$ cat src/rtl/adder_rr_arbiter.sv
// Round-robin arbiter sharing one saturating signed adder among N requesters,
// with a single registered result slot. Optional macro: ADDER_RR_ARBITER_SATCOUNT_EN.
module adder_rr_arbiter #(
  parameter int P   = 8,
  parameter int N   = 4,
  parameter int IDW = (N > 1) ? $clog2(N) : 1
) (
  input  logic             clk,
  input  logic             rst_n,
  input  logic [N-1:0]     req_valid,
  output logic [N-1:0]     req_ready,
  input  logic [N*P-1:0]   req_a,
  input  logic [N*P-1:0]   req_b,
  output logic             out_valid,
  input  logic             out_ready,
  output logic [P-1:0]     out_sum,
  output logic [IDW-1:0]   out_id,
  output logic             out_sat,
  output logic [15:0]      sat_count
);

  logic [IDW-1:0] ptr_q, ptr_d;
  logic           valid_q;
  logic [P-1:0]   sum_q;
  logic [IDW-1:0] id_q;
  logic           sat_q;

  logic           slot_free;
  logic           found;
  logic           accept;
  logic [IDW-1:0] winner;
  logic [P-1:0]   a_sel, b_sel;
  logic [P:0]     sum_full;
  logic [P-1:0]   sum_sat;
  logic           sat_flag;

  assign slot_free = !valid_q || out_ready;

  // Rotating priority search: first valid request at or after the pointer.
  always_comb begin
    int unsigned idx;
    found  = 1'b0;
    winner = '0;
    idx    = 0;
    for (int unsigned k = 0; k < N; k++) begin
      idx = (32'(ptr_q) + k) % N;
      if (!found && req_valid[idx]) begin
        found  = 1'b1;
        winner = IDW'(idx);
      end
    end
  end

  // Gated by rst_n so no grant is advertised while reset is held.
  assign accept = found && slot_free && rst_n;

  always_comb begin
    req_ready = '0;
    if (accept) req_ready[winner] = 1'b1;
  end

  always_comb begin
    a_sel    = req_a[int'(winner)*P +: P];
    b_sel    = req_b[int'(winner)*P +: P];
    sum_full = {a_sel[P-1], a_sel} + {b_sel[P-1], b_sel};
    sat_flag = sum_full[P] != sum_full[P-1];
    if (sat_flag)
      sum_sat = sum_full[P] ? {1'b1, {(P-1){1'b0}}} : {1'b0, {(P-1){1'b1}}};
    else
      sum_sat = sum_full[P-1:0];
  end

  always_comb begin
    ptr_d = ptr_q;
    if (accept) ptr_d = (winner == IDW'(N-1)) ? '0 : winner + 1'b1;
  end

  always_ff @(posedge clk or negedge rst_n) begin
    if (!rst_n) begin
      ptr_q   <= '0;
      valid_q <= 1'b0;
      sum_q   <= '0;
      id_q    <= '0;
      sat_q   <= 1'b0;
    end else begin
      ptr_q <= ptr_d;
      if (accept) begin
        valid_q <= 1'b1;
        sum_q   <= sum_sat;
        id_q    <= winner;
        sat_q   <= sat_flag;
      end else if (out_ready) begin
        valid_q <= 1'b0;
      end
    end
  end

  assign out_valid = valid_q;
  assign out_sum   = sum_q;
  assign out_id    = id_q;
  assign out_sat   = sat_q;

`ifdef ADDER_RR_ARBITER_SATCOUNT_EN
  logic [15:0] sat_cnt_q;

  always_ff @(posedge clk or negedge rst_n) begin
    if (!rst_n)
      sat_cnt_q <= '0;
    else if (accept && sat_flag && (sat_cnt_q != '1))
      sat_cnt_q <= sat_cnt_q + 16'd1;
  end

  assign sat_count = sat_cnt_q;
`else
  assign sat_count = '0;
`endif

endmodule

$ cat config.mk
export PLATFORM = sky130hd
export DESIGN_NAME = adder_rr_arbiter
export DESIGN_NICKNAME = d
export VERILOG_FILES = /design/src/rtl/adder_rr_arbiter.sv
export SDC_FILE = /design/constraint.sdc
export NUM_CORES = 1
export LEC_CHECK = 0
export CAP_MARGIN = 30
export CORE_MARGIN = 2
export CORE_UTILIZATION = 36
export DETAILED_ROUTE_END_ITERATION = 8
export GPL_TIMING_DRIVEN = 0
export PLACE_DENSITY = 0.87
export SLEW_MARGIN = 20
export SYNTH_ARGS = -nofsm -noshare
export SYNTH_HDL_FRONTEND = slang
export SYNTH_SLANG_ARGS = --single-unit
$ cat constraint.sdc
create_clock -name clk -period 3.5 [get_ports clk]
set_input_delay 0.875 -clock clk [delete_from_list [all_inputs] [get_ports clk]]
set_output_delay 0.875 -clock clk [all_outputs]
set_load 0.05 [all_outputs]
### Yosys cells after proc, flatten, opt, wreduce, memory -nomap -nowiden

Index checks and enable logic that the tools add are counted.

| storage, ports and cells | value |
|---|---|
| flip-flop bits (word level) | 14 |
| input bits | 71 |

| cells by class | value |
|---|---|
| $add $sub $neg | 5 |
| magnitude comparators | 6 |
| equality and inequality tests | 2 |
| shift operators | 2 |
| mux-type cells | 24 |
| reduce and logical (&&, ||, !) cells | 12 |

Operators by type and width:

| operator | number |
|---|---|
| 32-bit by 6-bit indexed part select with 8-bit output | 2 |
| 8-bit two-way mux | 2 |
| 2-bit by 3-bit < comparator with 1-bit output, second input constant | 5 |
| 1-bit two-way mux | 11 |
| 2-bit two-way mux | 5 |
| 8-bit by 8-bit adder with 9-bit output | 1 |
| 1-bit binary-select mux with 2-bit select | 4 |
| 1-bit logical AND | 6 |
| 2-bit by 1-bit adder with 2-bit output, second input constant | 2 |
| 2-bit adder, second input constant | 2 |
| 1-bit zero test | 4 |
| 4-bit two-way mux | 1 |
| 1-bit demux with 2-bit select | 1 |
| 2-bit == test, second input constant | 1 |
| 2-bit by 1-bit >= comparator with 1-bit output, second input constant | 1 |
| 2-bit nonzero test | 1 |
| 1-bit logical OR | 1 |
| 1-bit != test | 1 |

### Logic depth before layout (Yosys ltp)

Gate-level depths: netlist of run 1.

| depth | value |
|---|---|
| depth in word-level cells | 17 |
| gate-level depth with buffers | 15 |

### Worst setup path after synthesis of run 1

OpenSTA, ideal clock, no wires.

| path | value |
|---|---|
| path type | in2reg |
| from | in req_valid[2] |
| to | reg sum_q[5], in the netlist out_sum[5] |
| library setup time | 0.128 ns |
| arrival time | 3.536 ns |
| path slack | -0.164 ns |
| stages on the path | 14 |
| buffers on the path | 3 |
| cells stage by stage | and3_1 > a211oi_1 > buf_2 > buf_4 > mux2i_1 > mux2i_1 > ha_1 > fa_1 > a211oi_1 > o2111a_1 > nor3_4 > buf_4 > a22oi_1 > o21ai_0 |

| on the way | value |
|---|---|
| longest elaborated chain between the ends | 16 |

Ends and longest elaborated chain:

| element | line | RTL |
|---|---|---|
| start: declaration | 10 | `input logic [N-1:0] req_valid,` |
| 1-bit binary-select mux with 2-bit select | 47 | `if (!found && req_valid[idx]) begin` |
| 1-bit two-way mux (implied by the code) | 47 |  |
| 1-bit two-way mux | 47 |  |
| 1-bit zero test | 47 |  |
| 1-bit logical AND | 47 |  |
| 1-bit two-way mux | 47 |  |
| 1-bit zero test | 47 |  |
| 1-bit logical AND | 47 |  |
| 1-bit two-way mux | 47 |  |
| 1-bit zero test | 47 |  |
| 1-bit logical AND | 47 |  |
| 2-bit two-way mux | 47 |  |
| 32-bit by 6-bit indexed part select with 8-bit output, on equally long branches | 63, 64 |  |
| 8-bit by 8-bit adder with 9-bit output | 65 | `sum_full = {a_sel[P-1], a_sel} + {b_sel[P-1], b_sel};` |
| 8-bit two-way mux or 1-bit != test (tied branches) | 68, 66 |  |
| 8-bit two-way mux | 67 | `if (sat_flag)` |
| end signal: assignment | 89 | `sum_q <= sum_sat;` |
| end: declaration | 24 | `logic [P-1:0] sum_q;` |

Parallel ways exist; a longest one is shown, timed or not. The select of a mux whose other input is x is not followed.
A chain may end at the register's enable or synchronous reset.

### Worst setup path in the final report of run 1

| path | value |
|---|---|
| from | in req_valid[2] |
| to | reg sum_q[0], in the netlist out_sum[0] |

The elaborated chain is that of the path after synthesis.

==> summary.txt, run 1 <==
Status
  • Status: finished with violations
  • Failing checks: negative setup slack

Drt
  • Vias: 1,918
  • Drt total wl: 6011 µm
  • Vias per cell: 4.905
  • Antenna Nets Post-Route: 0
  • Detailed Routing Iterations Pass 1: 4
  • Avg WL per Cell: 15.37 µm
  • Starting DRT DRC Count: 56
  • Met3 wire length: 315 µm
  • Routed met1 length: 2162 µm
  • DRC: 0
  • Top Metal Used: met4
  • Metal2 WL: 3478 µm

Critical path
  • R2R Path Start: ptr_q[1]
  • CP arrival: 3.77 ns
  • Crit path required time: 3.61 ns
  • R2R Path End: out_sum[0]
  • CP startpoint kind: input port
  • CP endpoint kind: flip-flop
  • Crit-path max FO: 7
  • Register-to-register setup slack: 0 ns
  • Register-to-Register Path Depth: 13
  • Kind of critical path: input port to flip-flop

STA
  • RSZ-0062 raised after global routing: yes
  • Pins Over Slew Limit: 0
  • Peak Freq: 273.0 MHz
  • Slew @ Worst Pin: 0.5262 ns
  • Period minus WS final: 3.663 ns
  • Setup TNS: -0.9566 ns
  • Final hold vios: 0
  • Worst Slack Setup Final: -0.1629 ns
  • Final Cycle Share: 1.047
  • Max-slew headroom: 0.6443
  • Final setup fails: 8
  • Skew final: 0.001558 ns

Synthesis
  • Register area share after synthesis: 0.1994
  • Distinct cell type count after synthesis: 40
  • Synth Area per Inst: 9.149 µm²
  • Yosys warnings: 0
  • Post-Synthesis Cell Area: 1757 µm²
  • #FFs+latches synth: 14
  • Cells after Synth: 192

Layout
  • Fraction of layout cells with a size suffix above 1: 0.3086
  • Finished Core Util: 0.6993
  • Post-route cell area: 3303 µm²
  • Most frequent cells in the layout: 77 x clkdlybuf4s50_1, 42 x mux2i_1, 37 x buf_4, 16 x conb_1
  • Antenna Cells: 0
  • Fin nets: 410
  • Most common cell after layout, fill and taps aside: clkdlybuf4s50_1
  • Area grow syn2layout: 88.03%

Floorplan
  • I/O pin count: 103
  • Initial Util: 0.3719
  • Die area: 5455 µm²
  • CORE AREA: 4723 µm²
  • Die Ht: 73.86 µm
  • Die width: 73.86 µm
  • Cell Rows: 25

Clocking
  • Skew-Pair Late Insertion Delay: 0.24 ns
  • CTS root buffer: clkbuf_8
  • Clock Path Buffers: 2
  • CTS Sinks: 14
  • CTS buffer count: 3
  • Clock transition at path regs: 0.06 ns
  • CTS tree: yes
  • H-tree levels: 1

Power and ir drop
  • PD cells: 870.6 nW/µm²
  • Total power: 0.002876 W
  • Leakage: 1.487 nW
  • Worst vdd ir: 0.0003858 V

Placement
  • Post-DP HPWL: 3821 µm
  • GP Congestion: 0.8681
  • PortBufs: 86
  • Placed inst area: 2789 µm²

Global routing
  • First-pass GRT wire length: 8390 µm
  • Initial antenna violation count: 0
  • Largest net degree at the start of global routing: 16
  • Grt total ovfl: 0
  • Total GRT Usage: 0.1945
  • Vias in the first global route: 1,905

Hold path
  • Min-delay worst type: flip-flop to flip-flop
  • Worst Hold Endpoint: out_id[0]
  • HP Start: out_id[0]
  • Hold Crit Depth: 2

Run
  • Max Cap Violations: 0
==> synth_stat cells <==
library cell  number  area [µm²]
mux2i_1           49       490.5
buf_4             20       150.1
dfrtp_1           14       350.3
nand2_1           14       52.55
ha_1              12       150.1
o21ai_0           11       55.05
a21oi_1            7       35.03
nor2_1             5       18.77
o31ai_1            5       37.54
a31oi_1            4       25.02
and2_1             4       25.02
buf_2              4       20.02
a22oi_1            3       22.52
inv_1              3       11.26
nand2b_1           3       18.77
xor2_1             3       26.28
a211oi_1           2       15.01
a211oi_2           2       25.02
a21o_1             2       15.01
clkbuf_1           2       7.510
nor2b_1            2       12.51
o211ai_1           2       15.01
xnor2_1            2       17.52
a211o_1            1       8.760
a21oi_2            1       8.760
and3_1             1       6.260
buf_6              1       11.26
conb_1             1       3.750
fa_1               1       20.02
mux2_2             1       11.26
nand3_1            1       5.000
nand4_1            1       6.260
nor3_1             1       5.000
nor3_4             1       16.27
nor4b_1            1       8.760
o2111a_1           1       11.26
o22a_1             1       8.760
o31ai_2            1       12.51
o41ai_1            1       8.760
or4_1              1       7.510
==> per-layer routing <==
metal  track usage  up-vias
met1        0.2090      893
li1              -      942
met4       0.04646        0
met2        0.3889       77
met5             0        -
met3       0.02881        6
==> area by class of cell <==
class	count	area, µm²
well taps	67	83.83
multi-input cells	163	1444
clock buffers	3	41.29
fillers	350	1420
flip-flops and latches	14	350.3
inverters	3	11.26
repair buffers	114	1119
plain buffers	27	254.0
==> registers in the layout (all words and copies together) (netlist names) <==
signal     flops
out_sum        8
out_id         2
ptr_q          2
out_sat        1
out_valid      1
==> report_power, final <==
group          switching, W  internal, W
logic               0.00128      0.00118
clock network     0.0000547    0.0000761
registers         0.0000513     0.000234
==> kinds of logic after synthesis <==
| kind of cell | Yosys count | share of synthesized area |
|---|---|---|
| mux | 50 | 0.2856 |
| xor+xnor | 5 | 0.02493 |
| other cells | 1 | 0.002135 |
| flops | 14 | 0.1994 |
| simple gates | 35 | 0.1040 |
| compound gates | 44 | 0.1731 |
| buf+inv | 30 | 0.1140 |
| fa+ha+maj | 13 | 0.09686 |
==> critical path: stages <==
cell and delay (ns):
buf_8 0.10, and3_4 0.14, a211oi_4 0.25, buf_6 0.20
buf_12 0.13, mux2i_2 0.22, mux2i_2 0.13, ha_1 0.35
a211oi_2 0.27, nor3_2 0.09, or4_4 0.54, buf_6 0.16
a31oi_2 0.21, o31ai_1 0.10
==> worst max path at each step <==
stage                       startpoint            to  slack, ns
after floorplan           req_valid[2]    out_sum[5]      -0.02
after global placement           rst_n  req_ready[3]      -1.05
after detailed placement         rst_n  req_ready[0]      -1.11
after CTS                 req_valid[2]    out_sum[6]      -0.05
after global routing      req_valid[2]    out_sum[0]      -0.26
final                     req_valid[2]    out_sum[0]      -0.16
==> stage by stage <==
| stage | cells | hold slack [ns] | setup WS [ns] |
|---|---|---|---|
| 3_5_place_dp | 360 | 0.4673 | -1.108 |
| 3_3_place_gp | 360 | 0.4636 | -1.046 |
| 6_report | 391 | 0.4831 | -0.1629 |
| 2_1_floorplan | 207 | 0.5163 | -0.01836 |
| 5_1_grt | 391 | 0.5147 | -0.2641 |
| 4_1_cts | 380 | 0.4794 | -0.04575 |
==> what timing repair did <==
item	4_1_cts	5_1_grt
hold buffers	0	0
pin swaps	23	16
gates resized for setup	73	24
buffers inserted	15	10
cloned	2	1
endpoints found under the setup margin	13	12
No activity file was read; power rests on OpenSTA's default activity.
==> run 2: changes to the inputs <==
--- a/config.mk
+++ b/config.mk
@@ -7,10 +7,10 @@
 export LEC_CHECK = 0
 export CAP_MARGIN = 30
 export CORE_MARGIN = 2
-export CORE_UTILIZATION = 36
+export CORE_UTILIZATION = 39
 export DETAILED_ROUTE_END_ITERATION = 8
 export GPL_TIMING_DRIVEN = 0
-export PLACE_DENSITY = 0.87
+export PLACE_DENSITY = 0.93
 export SLEW_MARGIN = 20
 export SYNTH_ARGS = -nofsm -noshare
 export SYNTH_HDL_FRONTEND = slang
==> summary.txt, run 2 (synthesized netlist as in run 1, its figures left out) <==
Status
  • Status: finished with violations (unchanged)
  • Failing checks: negative setup slack (unchanged)

Layout
  • Finished Core Util: 0.7448 (was 0.6993)
  • Most common cell after layout, fill and taps aside: clkdlybuf4s50_1 (unchanged)
  • Post-route cell area: 3243 µm² (was 3303 µm²)
  • Fraction of layout cells with a size suffix above 1: 0.3188 (was 0.3086)
  • FILL cells: 283 (was 350)
  • Fin nets: 405 (was 410)
  • Antenna Cells: 0 (unchanged)
  • Area grow syn2layout: 84.62% (was 88.03%)
  • Most frequent cells in the layout: 77 x clkdlybuf4s50_1, 40 x mux2i_1, 35 x buf_4, 16 x conb_1 (was 77 x clkdlybuf4s50_1, 42 x mux2i_1, 37 x buf_4, 16 x conb_1)
  • Max FFs per register: 8 (unchanged)

Critical path
  • Crit path required time: 3.63 ns (was 3.61 ns)
  • Kind of critical path: input port to flip-flop (unchanged)
  • CP endpoint kind: flip-flop (unchanged)
  • Crit-path max FO: 10 (was 7)
  • CP startpoint kind: input port (unchanged)
  • CP arrival: 3.76 ns (was 3.77 ns)

Power and ir drop
  • PD cells: 880.5 nW/µm² (was 870.6 nW/µm²)
  • Net Switching: 0.001436 W (was 0.001388 W)
  • Sequential share of power: 0.102 (was 0.099)
  • Sw frac: 0.5030 (was 0.4825)
  • Clk pwr share: 0.058 (was 0.045)
  • Worst vdd ir: 0.0004755 V (was 0.0003858 V)
  • Leakage: 1.465 nW (was 1.487 nW)
  • Int Pwr: 0.001419 W (was 0.001488 W)
  • Comb pwr share: 0.840 (was 0.855)

STA
  • Slew @ Worst Pin: 0.5969 ns (was 0.5262 ns)
  • Period minus WS final: 3.624 ns (was 3.663 ns)
  • Final setup fails: 9 (was 8)
  • RSZ-0062 raised after global routing: yes (unchanged)
  • Worst Slack Setup Final: -0.1242 ns (was -0.1629 ns)
  • Max-slew headroom: 0.5969 (was 0.6443)
  • Final Cycle Share: 1.035 (was 1.047)
  • Peak Freq: 275.9 MHz (was 273.0 MHz)
  • Skew final: 0.0006976 ns (was 0.001558 ns)
  • Pins Over Slew Limit: 0 (unchanged)
  • Final hold vios: 0 (unchanged)

Clocking
  • Clock Path Buffers: 2 (unchanged)
  • CTS root buffer: clkbuf_8 (unchanged)
  • CTS Sinks: 14 (unchanged)
  • CTS buffer count: 3 (unchanged)
  • Skew-Pair Late Insertion Delay: 0.26 ns (was 0.24 ns)
  • CTS tree: yes (unchanged)
  • Hold_buf cts: 0 (unchanged)
  • Clock transition at path regs: 0.06 ns (about the same)
  • H-tree levels: 1 (unchanged)

Drt
  • Detailed Routing Iterations Pass 1: 5 (was 4)
  • Vias per cell: 5.473 (was 4.905)
  • Starting DRT DRC Count: 84 (was 56)
  • Vias: 2,036 (was 1,918)
  • Antenna Nets Post-Route: 0 (unchanged)
  • Avg WL per Cell: 17.09 µm (was 15.37 µm)
  • Drt total wl: 6356 µm (was 6011 µm)
  • DRC: 0 (unchanged)

Placement
  • GP Congestion: 0.7872 (was 0.8681)
  • PortBufs: 86 (unchanged)
  • Placed inst area: 2770 µm² (was 2789 µm²)
  • Post-DP HPWL: 3809 µm (was 3821 µm)

Floorplan
  • Die width: 71.12 µm (was 73.86 µm)
  • CORE AREA: 4354 µm² (was 4723 µm²)
  • Initial Util: 0.4034 (was 0.3719)
  • Die Ht: 71.12 µm (was 73.86 µm)
  • Die area: 5057 µm² (was 5455 µm²)
  • I/O pin count: 103 (unchanged)
  • Cell Rows: 24 (was 25)

Run
  • Max Cap Violations: 0 (unchanged)

Global routing
  • First-pass GRT wire length: 9177 µm (was 8390 µm)
  • Initial antenna violation count: 0 (unchanged)
  • Vias in the first global route: 2,045 (was 1,905)
  • Total GRT Usage: 0.2275 (was 0.1945)
  • Grt total ovfl: 0 (unchanged)
  • Largest net degree at the start of global routing: 16 (unchanged)

Hold path
  • Min-delay worst type: flip-flop to flip-flop (unchanged)
-- run 2: power by group through the flow --
| stage | logic (W) | registers (W) | clock network (W) |
|---|---|---|---|
| after global routing | 0.00250 | 0.000294 | 0.000174 |
| after CTS | 0.00213 | 0.000281 | 0.000162 |
| final | 0.00240 | 0.000290 | 0.000166 |
| after global placement | 0.00163 | 0.000279 | 0 |
| after floorplan | 0.00104 | 0.000489 | 0 |
| after detailed placement | 0.00166 | 0.000283 | 0 |
-- run 2: area by class of cell --
cell class / instances / area, µm² / area share
multi-input cells: 163 / 1469 / 0.4529
well taps: 52 / 65.06 / 0.02006
clock buffers: 4 / 55.05 / 0.01698
plain buffers: 26 / 226.5 / 0.06983
flip-flops and latches: 14 / 350.3 / 0.1080
repair buffers: 110 / 1066 / 0.3287
inverters: 3 / 11.26 / 0.003472
-- run 2: what timing repair did --
action / in CTS / in global routing
gates resized for setup: 72 / 39
endpoints found under the hold margin: 0 / 0
setup buffers: 12 / 9
setup endpoints to repair: 13 / 13
cloned: 2 / 1
pin swaps: 20 / 13
-- run 2: per-stage QoR --
stage / total power [W] / std cells / setup WS, ns / hold slack [ns] / setup TNS [ns]
after floorplan: 0.001527 / 207 / -0.01836 / 0.5163 / -0.01836
after CTS: 0.002577 / 363 / -0.09904 / 0.4872 / -0.6941
final: 0.002855 / 372 / -0.1242 / 0.4926 / -0.7464
after detailed placement: 0.001948 / 345 / -1.103 / 0.4758 / -12.66
after global placement: 0.001905 / 345 / -1.021 / 0.4618 / -11.66
after global routing: 0.002973 / 372 / -0.2203 / 0.5188 / -1.789
-- run 2: final timing paths --
kind | from | endpoint | slack [ns] | cells past startpoint
setup reg to reg | ptr_q[1] | out_sum[1] | 0.01 | 14
hold reg to reg | out_sum[6] | out_sum[6] | 0.49 | 2
setup / recovery | req_valid[2] | out_sum[1] | -0.12 | 15
max in group asynchronous | rst_n | out_sum[5] | 2.73 | 1
hold / removal | out_sum[6] | out_sum[6] | 0.49 | 2
min in group asynchronous | rst_n | out_valid | 0.51 | 1
-- run 2: per-layer routing --
layer,global-route usage,share of wire,vias to the layer above
met3,0.04416,0.072,21
met4,0.09644,0.031,0
met5,0,0,-
li1,-,-,932
met1,0.2378,0.34,952
met2,0.4372,0.56,131
-- run 2: worst max-delay path: stages --
cell      delay, ns
buf_8          0.10
nand2b_4       0.06
a21oi_2        0.05
a211oi_2       0.27
buf_6          0.19
buf_12         0.15
mux2i_2        0.26
mux2i_2        0.13
ha_1           0.34
a211oi_2       0.31
nor3_2         0.08
or4_4          0.45
buf_6          0.16
a21oi_4        0.21
o31ai_2        0.09
